==> src/rtl/mult_ctrl_pkg.sv <==
// -----------------------------------------------------------------------------
// mult_ctrl_pkg
// Shared types and limits for the shift-add signed multiplier sequencer.
//   mult_state_t   : controller state encoding (IDLE, CLEAR, OP, SHIFT, DONE)
//   MULT_MAX_WIDTH : largest supported operand width
// -----------------------------------------------------------------------------
package mult_ctrl_pkg;

  localparam int unsigned MULT_MAX_WIDTH = 32;

  typedef enum logic [2:0] {
    IDLE  = 3'd0,
    CLEAR = 3'd1,
    OP    = 3'd2,
    SHIFT = 3'd3,
    DONE  = 3'd4
  } mult_state_t;

endpackage : mult_ctrl_pkg

==> src/rtl/mult_step_cnt.sv <==
// -----------------------------------------------------------------------------
// mult_step_cnt
// Step counter for the multiply loop. Counts 0..WIDTH-1 and flags the final
// step so the controller knows when the last shift has happened.
// Ports:
//   clk   in   rising-edge clock
//   reset in   synchronous active-high reset (count -> 0)
//   clr   in   synchronous clear to 0
//   inc   in   advance the count by one
//   step  out  current count (CNT_W bits)
//   last  out  count equals WIDTH-1
// -----------------------------------------------------------------------------
module mult_step_cnt #(
  parameter int unsigned WIDTH = 8,
  parameter int unsigned CNT_W = $clog2(WIDTH)
) (
  input  logic             clk,
  input  logic             reset,
  input  logic             clr,
  input  logic             inc,
  output logic [CNT_W-1:0] step,
  output logic             last
);

  logic [CNT_W-1:0] step_r;

  // Step register: reset and clear both return to 0, clear has priority over inc
  always_ff @(posedge clk) begin
    if (reset) begin
      step_r <= {CNT_W{1'b0}};
    end else if (clr) begin
      step_r <= {CNT_W{1'b0}};
    end else if (inc) begin
      step_r <= step_r + CNT_W'(1);
    end else begin
      step_r <= step_r;
    end
  end

  assign step = step_r;
  assign last = (step_r == CNT_W'(WIDTH - 32'd1));

endmodule : mult_step_cnt

==> src/rtl/mult_ctrl_n.sv <==
// -----------------------------------------------------------------------------
// mult_ctrl_n
// Sequencer for a WIDTH-bit two's-complement shift-add multiplier. Drives the
// A/B register pair, the X sign flop and the adder/subtractor, with one
// OP/SHIFT pair per operand bit and Busy/Done status.
// Compile-time option: define MULT_CTRL_BOOTH_EN for radix-2 Booth recoding
// of (M, M_prev) in every OP step; otherwise plain shift-add with a
// subtract on the final (sign) step and M_prev unused.
// Ports:
//   Clk          in   system clock, rising edge
//   Reset        in   synchronous active-high reset; forces all outputs to 0
//   ClearA_LoadB in   clear A/X and load B (honoured in IDLE only)
//   Run          in   level start request, one multiply per assertion
//   M            in   current multiplier LSB
//   M_prev       in   previously shifted-out bit (Booth mode only)
//   Clr_Ld       out  clear A/X and load B
//   Clr_XA       out  clear X and A before a run
//   Add          out  A <= A + S
//   Sub          out  A <= A - S
//   Shift_En     out  arithmetic right shift of X:A:B
//   Busy         out  multiply in progress (CLEAR, OP, SHIFT)
//   Done         out  result valid in X:A:B
//   Step         out  current step index
// -----------------------------------------------------------------------------
module mult_ctrl_n
  import mult_ctrl_pkg::*;
#(
  parameter int unsigned WIDTH = 8,
  parameter int unsigned CNT_W = $clog2(WIDTH)
) (
  input  logic             Clk,
  input  logic             Reset,
  input  logic             ClearA_LoadB,
  input  logic             Run,
  input  logic             M,
  input  logic             M_prev,
  output logic             Clr_Ld,
  output logic             Clr_XA,
  output logic             Add,
  output logic             Sub,
  output logic             Shift_En,
  output logic             Busy,
  output logic             Done,
  output logic [CNT_W-1:0] Step
);

  mult_state_t      state_r;
  mult_state_t      next_state_s;
  logic             cnt_clr_s;
  logic             cnt_inc_s;
  logic             last_s;
  logic [CNT_W-1:0] step_s;

`ifndef MULT_CTRL_BOOTH_EN
  // M_prev only matters for Booth recoding
  logic unused_m_prev_s;
  assign unused_m_prev_s = M_prev;
`endif

  mult_step_cnt #(
    .WIDTH (WIDTH),
    .CNT_W (CNT_W)
  ) u_step_cnt (
    .clk   (Clk),
    .reset (Reset),
    .clr   (cnt_clr_s),
    .inc   (cnt_inc_s),
    .step  (step_s),
    .last  (last_s)
  );

  // State register with synchronous reset to IDLE
  always_ff @(posedge Clk) begin
    if (Reset) begin
      state_r <= IDLE;
    end else begin
      state_r <= next_state_s;
    end
  end

  // Next-state and output decode; Reset masks every output combinationally
  always_comb begin
    next_state_s = state_r;
    cnt_clr_s    = 1'b0;
    cnt_inc_s    = 1'b0;
    Clr_Ld       = 1'b0;
    Clr_XA       = 1'b0;
    Add          = 1'b0;
    Sub          = 1'b0;
    Shift_En     = 1'b0;
    Busy         = 1'b0;
    Done         = 1'b0;
    Step         = step_s;

    if (Reset) begin
      next_state_s = IDLE;
      Step         = {CNT_W{1'b0}};
    end else begin
      case (state_r)
        IDLE: begin
          // Load request wins over Run when both are high
          if (ClearA_LoadB) begin
            Clr_Ld = 1'b1;
          end else if (Run) begin
            next_state_s = CLEAR;
          end else begin
            next_state_s = IDLE;
          end
        end
        CLEAR: begin
          Clr_XA       = 1'b1;
          Busy         = 1'b1;
          cnt_clr_s    = 1'b1;
          next_state_s = OP;
        end
        OP: begin
          Busy = 1'b1;
`ifdef MULT_CTRL_BOOTH_EN
          // Radix-2 Booth: 01 -> +S, 10 -> -S, 00/11 -> nothing
          Add = ~M & M_prev;
          Sub = M & ~M_prev;
`else
          // Sign bit of the multiplier carries negative weight
          if (last_s) begin
            Sub = M;
          end else begin
            Add = M;
          end
`endif
          next_state_s = SHIFT;
        end
        SHIFT: begin
          Shift_En = 1'b1;
          Busy     = 1'b1;
          if (last_s) begin
            next_state_s = DONE;
          end else begin
            cnt_inc_s    = 1'b1;
            next_state_s = OP;
          end
        end
        DONE: begin
          Done = 1'b1;
          // Wait for Run to drop so a held button gives a single multiply
          if (Run) begin
            next_state_s = DONE;
          end else begin
            next_state_s = IDLE;
          end
        end
        default: begin
          next_state_s = IDLE;
        end
      endcase
    end
  end

endmodule : mult_ctrl_n

==> config.mk <==
export PLATFORM = sky130hd
export DESIGN_NAME = mult_ctrl_n
export DESIGN_NICKNAME = d
export VERILOG_FILES = /design/src/rtl/mult_ctrl_pkg.sv /design/src/rtl/mult_step_cnt.sv /design/src/rtl/mult_ctrl_n.sv
export SDC_FILE = /design/constraint.sdc
export NUM_CORES = 1
export LEC_CHECK = 0
export CELL_PAD_IN_SITES_DETAIL_PLACEMENT = 1
export CELL_PAD_IN_SITES_GLOBAL_PLACEMENT = 2
export CORE_MARGIN = 1
export CORE_UTILIZATION = 24
export DETAILED_ROUTE_END_ITERATION = 10
export GPL_ROUTABILITY_DRIVEN = 0
export GPL_TIMING_DRIVEN = 0
export PLACE_DENSITY = 0.78
export SKIP_LAST_GASP = 1
export SLEW_MARGIN = 40
export SYNTH_ARGS = -nofsm -noshare
export SYNTH_HDL_FRONTEND = slang
export SYNTH_HIERARCHICAL = 1
export SYNTH_SLANG_ARGS = --single-unit
==> constraint.sdc <==
create_clock -name Clk -period 2.5 [get_ports Clk]
set_clock_uncertainty 0.1 [all_clocks]
set_input_delay 0.375 -clock Clk [delete_from_list [all_inputs] [get_ports Clk]]
set_output_delay 0.375 -clock Clk [all_outputs]
set_load 0.005 [all_outputs]
# --- Word level (Yosys, flattened, before mapping) ---
# Index checks and enable logic that the tools add are counted.
# W data, S select, Z words.
totals:
  wordCells: 38
  output_inout_bits: 10
  register_bits: 6
op_classes:
  n_addsub: 1
  n_reduce_logical: 3
  muxes: 26
  eq_ne: 6
op_table:
  columns: ["operator", "n"]
  rows:
  - ["$mux W1", 21]
  - ["$pmux W3 S5", 1]
  - ["$mux W3", 4]
  - ["$eq A3 B2 Y1 const B", 2]
  - ["$eq A3 B3 Y1 const B", 2]
  - ["$add A3 B1 Y3 const B", 1]
  - ["$eq A3 B1 Y1 const B", 1]
  - ["$logic_not A3 Y1", 1]
  - ["$reduce_or A3 Y1", 1]
  - ["$ne A2 B2 Y1 const B", 1]
  - ["$reduce_or A2 Y1", 1]

# --- Depth between registers and ports, before layout ---
depth:
  depth_word: 4
  depth_mapped: 5
  depth_no_buf: 5

# --- Modules after synthesis ---
# Netlist, hierarchy kept.
modules_own_cells:
  columns: ["module", "n_inst", "area_per_inst_um2", "cells_each"]
  rows:
  - ["mult_ctrl_n", 1, 267.8, 33]
  - ["mult_step_cnt", 1, 133.9, 11]

# --- Worst setup path after synthesis ---
# OpenSTA, ideal clock, no wires.
synth_path:
  path_kind: "register -> register"
  start: "reg u_step_cnt.step_r[0] (netlist: u_step_cnt/step[0])"
  end: "reg u_step_cnt.step_r[1] (netlist: u_step_cnt/step[1])"
  setup_ns: 0.140
  setup_slack_ns: 0.871
  synth_period_minus_slack_ns: 1.629
  path_stages_with_launch: 6
  t_required_ns: 2.260
  arrival_time_ns: 1.389
  n_path_buf: 0
  path_cell_list: "dfxtp_1 ha_1 ha_1 nor3_1 mux2i_1 nor3_1"
synth_via:
  elab_chain_cells: 4
  elab_cells_between_ends: 5
  cone_classes: "add/sub (1); eq/ne (1); mux (3)"
synth_lines:
  columns: ["item", "line_no", "text"]
  rows:
  - ["from (decl)", "mult_step_cnt.sv:25", "logic [CNT_W-1:0] step_r;"]
  - ["from (signal assigned)", "mult_step_cnt.sv:30", "step_r <= {CNT_W{1'b0}};"]
  - ["from (signal assigned)", "mult_step_cnt.sv:32", "step_r <= {CNT_W{1'b0}};"]
  - ["from (signal assigned)", "mult_step_cnt.sv:34", "step_r <= step_r + CNT_W'(1);"]
  - ["$eq A3 B3 Y1", "mult_step_cnt.sv:41", "assign last = (step_r == CNT_W'(WIDTH - 32'd1));"]
  - ["via last_s", "mult_ctrl_n.sv:51", "logic last_s;"]
  - ["$mux W1", "mult_ctrl_n.sv:135", "if (last_s) begin"]
  - ["$mux W1", "mult_ctrl_n.sv:99", "case (state_r)"]
  - ["$mux W1", "mult_ctrl_n.sv:95", "if (Reset) begin"]
  - ["via cnt_inc_s", "mult_ctrl_n.sv:50", "logic cnt_inc_s;"]
# The timed path passes the listed nets, and every way through them passes these cells.
# A chain may end at the register's enable or synchronous reset.

# --- Worst setup path in the final report ---
layout_path:
  start: "in Reset"
  end: "out Clr_XA"
layout_via:
  elab_chain_cells: 1
layout_lines:
  columns: ["item", "line_no", "text"]
  rows:
  - ["from (decl)", "mult_ctrl_n.sv:32", "input logic Reset,"]
  - ["$mux W1", "mult_ctrl_n.sv:95", null]
  - ["to (decl)", "mult_ctrl_n.sv:38", "output logic Clr_XA,"]
# No other way between the ends.

==> summary.md <==
| Metric | Value |
|---|---|
| Initial antenna violation count | `0` |
| Setup slack after layout | `roughly 160 ps` |
| Synth top area share | `between 20% and 30%` |
| Buffer levels on the longest clock path | `2` |
| Iteration-0 DRC Markers | `3` |
| Area Overhead vs Synth | `50.5%` |
| Fin util | `about two fifths` |
| Avg Cell Area, Syn | `just over 9 sq um` |
| Peak supply drop | `approximately 0.00031 V` |
| PortBufs | `14` |
| Multi-input logic area | `264 sq um` |
| Logic gate share of total power | `a little under a fifth` |
| Power Density | `just under 400 nW/um^2` |
| Dpl cells | `74` |
| Final setup viols | `0` |
| Final Cell Area | `604 sq um` |
| Cell chain of the critical path | `dlygate4sd2_1 -> buf_4 -> nand2b_1 -> nor3_4 -> clkdlybuf4s50_1` |
| Slew Viols, Final | `0` |
| FF/Latch Area | `about 120 sq um` |
| Data required time of the worst path | `2030 ps` |
| DRC | `0` |
| Die area | `1840 sq um` |
| Initial core utilization | `26.1%` |
| # IOs | `16` |
| Netlist cell types | `21` |
| Final #Nets | `around 70` |
| Clock power share | `between 30% and 40%` |
| Ant. Diodes | `0` |
| Congestion Overflow GR | `0` |
| Yosys top cell by area | `dfxtp_1` |
| Drt wl/cell | `around 13 um` |
| Drt via density | `approximately 4.9` |
| Final Hold Vio Count | `0` |
| Critical Path Start Type | `input pin` |
| Drt total wl | `around 1000 um` |
| Delay of the slowest critical-path stage | `530 ps` |
| Max-slew headroom | `approximately 65%` |
| Sw power | `approximately 0.061 mW` |
| Hold Path Class | `flip-flop to flip-flop` |
| Final period utilization | `between 90% and 100%` |
| CP Capture Type | `output pin` |
| Non-Filler Instances | `78` |
| Net Sw Frac | `25.7%` |
| Power share of the sequential group | `41.7%` |
| Measured slew at the worst slew-check pin | `around 530 ps` |
| Dpl hpwl | `approximately 630 um` |
| TritonCTS Buffers | `3` |
| Max-Cap Viols | `0` |
| Number of global-route vias before repair | `~390` |
| Total Power | `approximately 0.24 mW` |
| Gate Count Post-Synth | `between 40 and 50` |
| Cell Rows | `14` |
| Filler Cell Count | `180` |
| Yosys warns | `6` |
| P_leak | `about 0.23 nW` |
| RSZ-0062 raised after global routing | `false` |
| CTS tree | `built` |
| Minimum clock period | `2340 ps` |
| Arrival @ worst endpoint | `1860 ps` |
| Crit path kind | `input pin to output pin` |
| Die Ht | `around 43 um` |
| Clk slew on worst S/H paths | `50 ps` |
| CP max-delay cell | `clkdlybuf4s50_1` |
| WHS | `between 400 and 500 ps` |
| Post-CTS Hold Fix Bufs | `0` |
| Share of post-route cells with drive strength above 1 | `around 19%` |
| #FFs+latches synth | `6` |
| Area of the core | `1540 sq um` |
| Placed Area | `562 sq um` |
| Pint | `about 0.18 mW` |
| Status | `finished clean` |
| Total negative setup slack | `0 ps` |
| First-pass DRT Iterations | `4` |
| First-pass GRT wire length | `about 1700 um` |
| Clock sink count | `6` |
| Sequential element share of the synthesized area | `between 20% and 30%` |
| Syn Nets | `52` |
| Antenna viol nets, final | `0` |
| Max Clock Freq | `approximately 0.43 GHz` |
| Synth top area cells | `dfxtp_1 30%, nor2b_1 7.8%, nor3_1 7.5%` |
| CTS H-tree depth | `1` |
| Clk_lat worst skew | `approximately 250 ps` |
| DIE WIDTH | `~43 um` |
| DR vias | `between 300 and 400` |
| CTS Root Cell | `clkbuf_4` |
| Post-Syn Area | `around 400 sq um` |
| Pre-CTS WS | `-316 ps` |
| GR Util All Layers | `between 10% and 20%` |
| Worst-path fanout max | `10` |
| Pin count of the biggest net entering global routing | `11` |
[registers in the layout, summed over array words and instances (netlist names)]
name / cells
state_r: 3
u_step_cnt/step: 3
[layout by cell type (no fill, tap or decap), drive strengths merged]
| master | count |
|---|---|
| xnor2 | 1 |
| nor4b | 2 |
| and3b | 1 |
| ha | 2 |
| a221oi | 1 |
| nand4bb | 1 |
| nor4 | 1 |
| dfxtp | 6 |
| buf | 5 |
| and3 | 3 |
| nor2 | 4 |
| mux2i | 2 |
| nand2b | 2 |
| dlygate4sd2 | 1 |
| nor3 | 7 |
| clkbuf | 3 |
| o21a | 1 |
| nand4b | 1 |
| clkdlybuf4s50 | 13 |
| nor2b | 5 |
[logic make-up (layout without fill, tap and decap cells)]
logic type / Yosys count / in the layout / synth area share [%]
and+or+nand+nor: 27 / 27 / 43.9
DFF: 6 / 6 / 29.9
buffers and inverters: 4 / 22 / 7.17
adders and majority gates: 2 / 2 / 6.23
AOI/OAI and AO/OA: 2 / 2 / 5.61
muxes: 2 / 2 / 4.98
xor gates and xnor gates: 1 / 1 / 2.18
[final timing paths]
| path | startpoint | end | slack, ps | cells past startpoint |
|---|---|---|---|---|
| setup / recovery | Reset | Clr_XA | 160 | 5 |
| hold / removal | u_step_cnt/step[2] | u_step_cnt/step[2] | 440 | 2 |
| setup reg to reg | u_step_cnt/step[0] | u_step_cnt/step[1] | 720 | 5 |
| hold reg to reg | u_step_cnt/step[2] | u_step_cnt/step[2] | 440 | 2 |
[critical path: cells and delay by family]
kind	cells	cell delay [ps]
buf+inv	3	1030
simple gates	2	450
[power groups by stage]
stage / sequential [mW] / combinational (mW) / clock [mW]
3_5_place_dp: 0.101 / 0.0432 / 0
5_1_grt: 0.0994 / 0.0501 / 0.105
2_1_floorplan: 0.101 / 0.0239 / 0
4_1_cts: 0.0994 / 0.0462 / 0.100
3_3_place_gp: 0.101 / 0.0434 / 0
6_report: 0.0995 / 0.0459 / 0.0935
[synth_stat cells (all sizes together)]
cell,n
buf,4
a221oi,1
ha,2
and3,3
nor2,4
o21a,1
nor4,1
nor4b,2
mux2i,2
nor2b,5
dfxtp,6
nand2b,2
and3b,1
nand4bb,1
xnor2,1
nor3,7
nand4b,1
[what timing repair did]
action | CTS | global route
setup buffers | 1 | 0
setup endpoints to repair | 1 | 0
resized for setup | 4 | 0
[per-layer routing]
metal	GRT usage, %	part of all wire (%)	wire length [um]	up-vias
li1	-	-	-	194
met1	16.0	45	446	177
met2	17.9	47	461	13
met3	8.09	7.5	74	0
met4	1.88	0	0	0
met5	0	0	0	-
[final cells by class]
class | instances | area share [%]
multi-input combinational | 34 | 43.7
sequential | 6 | 19.9
buffer | 4 | 5.18
tap | 16 | 3.31
timing repair buffer | 15 | 24.2
clock buffer | 3 | 3.73
No activity file was read; power rests on OpenSTA's default activity.
